<file path="config.mk">
export PLATFORM = sky130hd
export DESIGN_NAME = mem_arbiter
export DESIGN_NICKNAME = d
export VERILOG_FILES = /design/src/rtl/mem_arbiter.sv
export SDC_FILE = /design/constraint.sdc
export NUM_CORES = 1
export LEC_CHECK = 0
export BUFFER_PORTS_ARGS = -buffer_cell sky130_fd_sc_hd__buf_2
export CORE_AREA = 5 5 134 136
export CTS_CLUSTER_DIAMETER = 50
export DETAILED_ROUTE_END_ITERATION = 10
export DIE_AREA = 0 0 139 141
export GPL_ROUTABILITY_DRIVEN = 0
export GPL_TIMING_DRIVEN = 1
export REMOVE_ABC_BUFFERS = 1
export SLEW_MARGIN = 40
export SYNTH_ARGS = -nofsm -noshare
export SYNTH_HDL_FRONTEND = slang
export SYNTH_SLANG_ARGS = --single-unit
</file>
<file path="constraint.sdc">
create_clock -name clk -period 2.32 [get_ports clk]
set_clock_uncertainty 0.05 [all_clocks]
set_input_delay 0.232 -clock clk [delete_from_list [all_inputs] [get_ports clk]]
set_output_delay 0.232 -clock clk [all_outputs]
set_load 0.01 [all_outputs]
</file>
<file path="src/rtl/mem_arbiter.sv">
// mem_arbiter: round-robin two-port sequencer sharing one single-port synchronous RAM.
// Each grant runs IDLE -> ACCESS -> RESP and completes with a registered one-cycle ack.
module mem_arbiter #(
   parameter int AW = 32,
   parameter int DW = 32
) (
   input  logic          clk,
   input  logic          reset_n,
   input  logic          a_req,
   input  logic          a_we,
   input  logic [AW-1:0] a_addr,
   input  logic [DW-1:0] a_wdata,
   output logic          a_ack,
   output logic          a_err,
   output logic [DW-1:0] a_rdata,
   input  logic          b_req,
   input  logic          b_we,
   input  logic [AW-1:0] b_addr,
   input  logic [DW-1:0] b_wdata,
   output logic          b_ack,
   output logic          b_err,
   output logic [DW-1:0] b_rdata,
   output logic          Mem_WrEn,
   output logic [AW-1:0] ALU_MEM_Addr,
   output logic [DW-1:0] MEM_DataIn,
   input  logic [DW-1:0] MEM_DataOut,
   output logic [1:0]    dbgState
);

   typedef enum logic [1:0] {
      IDLE   = 2'd0,
      ACCESS = 2'd1,
      RESP   = 2'd2
   } arbStateT;

   arbStateT      state;
   logic          ptrB;
   logic          winB;
   logic          latWe;
   logic          latMis;

   logic          aPend;
   logic          bPend;
   logic          grantB;
   logic          selWe;
   logic [AW-1:0] selAddr;
   logic [DW-1:0] selWdata;

   // Handshake: a requester raises req with we/addr/wdata stable and holds it until its
   // one-cycle ack; req must drop in the ack cycle, and a port whose ack is high is not
   // eligible that cycle, so a stale req is never granted twice.
   always_comb begin
      aPend    = a_req & ~a_ack;
      bPend    = b_req & ~b_ack;
      grantB   = bPend & (~aPend | ptrB);
      selWe    = grantB ? b_we : a_we;
      selAddr  = grantB ? b_addr : a_addr;
      selWdata = grantB ? b_wdata : a_wdata;
   end

   always_ff @(posedge clk or negedge reset_n) begin
      if (!reset_n) begin
         state        <= IDLE;
         ptrB         <= 1'b0;
         winB         <= 1'b0;
         latWe        <= 1'b0;
         latMis       <= 1'b0;
         a_ack        <= 1'b0;
         a_err        <= 1'b0;
         a_rdata      <= '0;
         b_ack        <= 1'b0;
         b_err        <= 1'b0;
         b_rdata      <= '0;
         Mem_WrEn     <= 1'b0;
         ALU_MEM_Addr <= '0;
         MEM_DataIn   <= '0;
      end else begin
         a_ack <= 1'b0;
         a_err <= 1'b0;
         b_ack <= 1'b0;
         b_err <= 1'b0;
         case (state)
            IDLE: begin
               Mem_WrEn <= 1'b0;
               if (aPend | bPend) begin
                  // Address and write data are latched straight into the RAM-facing registers.
                  winB         <= grantB;
                  latWe        <= selWe;
                  latMis       <= (selAddr[1:0] != 2'b00);
                  ALU_MEM_Addr <= selAddr;
                  MEM_DataIn   <= selWdata;
                  Mem_WrEn     <= selWe & (selAddr[1:0] == 2'b00);
                  state        <= ACCESS;
               end
            end
            ACCESS: begin
               Mem_WrEn <= 1'b0;
               state    <= RESP;
            end
            RESP: begin
               Mem_WrEn <= 1'b0;
               ptrB     <= ~winB;
               state    <= IDLE;
               if (winB) begin
                  b_ack <= 1'b1;
                  b_err <= latMis;
                  if (!latMis && !latWe) b_rdata <= MEM_DataOut;
               end else begin
                  a_ack <= 1'b1;
                  a_err <= latMis;
                  if (!latMis && !latWe) a_rdata <= MEM_DataOut;
               end
            end
            default: begin
               Mem_WrEn <= 1'b0;
               state    <= IDLE;
            end
         endcase
      end
   end

   assign dbgState = state;

endmodule

</file>
==> out/metrics.yaml <==
status: "completed"
clockBufferDepth: 2
clk_pin_slew_ns: 0.06
critPathSlowestCell: "dfrtp_1"
hold_violations: 0
crit-reg2reg-launch: "a_ack$_DFF_PN0_"
relSlewSlack_pct: 60.9
p_sw_mw: 4.44
power.total_mw: 12.0
cts_made_buffers: 17
die_x_um: 139
period_needed_ns: 1.84
dp_hpwl_um: 13600
antenna_found_initial: 2
die_area_um2: 19600
seqPwrFrac_pct: 35.6
numClockSinks: 139
grt_pass1_wl_um: 29500
drt_first_pass_iters: 4
crit_buf_inv: 1
final-setup-viol-count: 0
core_area_um2: 16800
critPathKind: "reg2reg"
hp-start: "a_wdata[31]"
comb_power_share_pct: 41.0
ir_drop_mv: 0.602
wl_um: 18700
numPortBuffers: 300
grt_setup_unrepaired: "no"
viasPerCell: 4.72
ys_warn_count: 0
drc: 0
critPathMaxFanout: 18
end_kind: "register"
drt.antenna.violating_nets: 0
crit_start: "a_ack$_DFF_PN0_"
fin_crit_sh_pct: 79.3
power_density_nw_per_um2: 1390
area_growth_pct: 52.3
cp.arrival_ns: 2.08
fin_util_pct: 51.4
worst_slack_ns: 0.479
tightest_slew_ns: 0.586
nFillCells: 1528
drt-wirelength-per-cell_um: 16.7
cts_setup_buffers: 0
start_util_pct: 33.7
crit_top_cell: "a21oi_1"
rows: 48
synth_top_area_share_pct: 61.3
dp_slack_ns: 0.458
avgSynthCellArea_um2: 10.8
yosysTopAreaCell: "dfrtp_1"
finalMaxSlewViolations: 0
post_synth_inst_count: 526
cts_root_buf: "clkbuf_16"
critPathRequiredTime_ns: 2.56
drive_above_1_share_pct: 46.4
drtIter0Drc: 200
start_kind: "register"
die_h_um: 141
crit_path_max_incr_delay_ns: 0.41
leakagePower_nw: 4.22
via_count: 5282
cts_tree: "built"
nNetsFinal: 1045
netSwitchingFraction_pct: 36.9
grt_max_degree: 55
fmax_ghz: 0.543
synth_area_um2: 5670
p_clk_share_pct: 23.4
ys_seq_area_share_pct: 61.3
grt_pass1_vias: 5502
ios: 301
grt.overflow.total: 0
synth_cell_type_count: 19
htree_levels: 4
hold_path_class: "in2reg"
grtUsageTotal_pct: 19.0
path_delay_family: "simple AND/OR/NAND/NOR gates"
tns_ns: 0
worstPathCellList: "or3b_1, and2_2, buf_4, a21oi_1, a21oi_1"
synth.area.top_cells: "dfrtp_1, mux2_2, a21oi_1, nor2_1, nand2_1"
clk_latency_ns: 0.40
internal_power_mw: 7.59
cts_resized: 0
drv_cap: 0
synth-seq-cells: 139
## final cells by class
| cell class | instances | area, um2 | area share (%) |
|---|---|---|---|
| inverters | 2 | 7.51 | 0.0869 |
| diodes | 1 | 2.50 | 0.0290 |
| well taps | 225 | 282 | 3.26 |
| clock buffers | 20 | 457 | 5.29 |
| repair buffers | 369 | 2230 | 25.8 |
| multi-input cells | 350 | 2020 | 23.4 |
| clock inverters | 12 | 164 | 1.90 |
| flip-flops and latches | 139 | 3480 | 40.3 |
## registers in the layout, summed over array words and instances, names as in the netlist
name,count
a_err,1
b_err,1
b_ack,1
ALU_MEM_Addr,32
b_rdata,32
a_ack,1
ptrB,1
winB,1
dbgState,2
Mem_WrEn,1
latWe,1
a_rdata,32
latMis,1
MEM_DataIn,32
## final timing paths
check	end	depth (start not counted)	slack (ns)
worst max-delay path	MEM_DataIn[25]$_DFFE_PN0P_	5	0.48
worst min-delay path	MEM_DataIn[31]$_DFFE_PN0P_	3	0.02
worst max register to register	MEM_DataIn[25]$_DFFE_PN0P_	5	0.48
worst min register to register	a_rdata[13]$_DFFE_PN0P_	1	0.45
max in group asynchronous	b_ack$_DFF_PN0_	3	1.30
min in group asynchronous	b_rdata[25]$_DFFE_PN0P_	2	0.25
## worst register-to-register path, cell delays in order (launching register included)
cell and delay (ns):
dfrtp_1 0.41, or3b_1 0.41, and2_2 0.34, buf_4 0.26, a21oi_1 0.18, a21oi_1 0.09
## synthesized netlist by cell type
cell and instances:
clkbuf_1 12, inv_1 2, buf_6 4, nor2b_1 2
dfrtp_1 139, and3_1 1, nand2_1 69, a21oi_2 1
nor3b_2 1, mux2_2 64, a21oi_1 132, o21ai_1 1
or3b_1 1, and2_1 3, nand3_1 2, buf_1 4
buf_2 15, a22o_1 2, nor2_1 71
## cell usage in the layout, fill, tap and decap left out, types with 3 or more instances in the layout
master           n
a21oi_1        132
buf_12           5
buf_2          299
buf_4            8
bufinv_16        3
clkbuf_16       17
clkinv_4         4
clkinvlp_4       4
dfrtp_1        139
dlygate4sd3_1   56
mux2_2          64
nand2_1         68
nor2_1          71
## metrics by stage
stage               cells  hold WS [ns]  area (um2)
floorplan             491        -0.114        5490
global placement     1029         0.118        7460
detailed placement   1029         0.121        7460
CTS                  1116      0.000104        8630
global route         1118       0.00215        8640
finish               1118        0.0150        8640
## power by group through the flow
| stage | clock (mW) | sequential, mW | combinational, mW |
|---|---|---|---|
| after global placement | 0 | 4.29 | 4.87 |
| final | 2.82 | 4.28 | 4.93 |
| after CTS | 2.89 | 4.29 | 5.01 |
| after detailed placement | 0 | 4.30 | 4.95 |
| after global routing | 2.99 | 4.43 | 5.47 |
| after floorplan | 0 | 4.85 | 2.17 |
## cell families after synthesis
kind of cell | Yosys count | share of synthesized area (%)
AOI/OAI and AO/OA | 136 | 12.2
buffers and inverters | 37 | 3.31
DFF | 139 | 61.3
and+or+nand+nor | 150 | 10.5
muxes | 64 | 12.7
## repair_timing
item | in CTS | in global routing
endpoints found under the hold margin | 92 | 1
setup endpoints to repair | 0 | 0
hold buffers | 55 | 1
## metal layers
layer	share of wire (%)	track usage (%)	up-vias	wire [um]
met2	48	31.0	233	9050
met4	1.0	4.74	2	192
li1	-	-	2495	-
met1	41	23.7	2536	7650
met3	9.5	7.43	16	1780
met5	0.037	0	-	7
(Power assumes the default switching activity.)
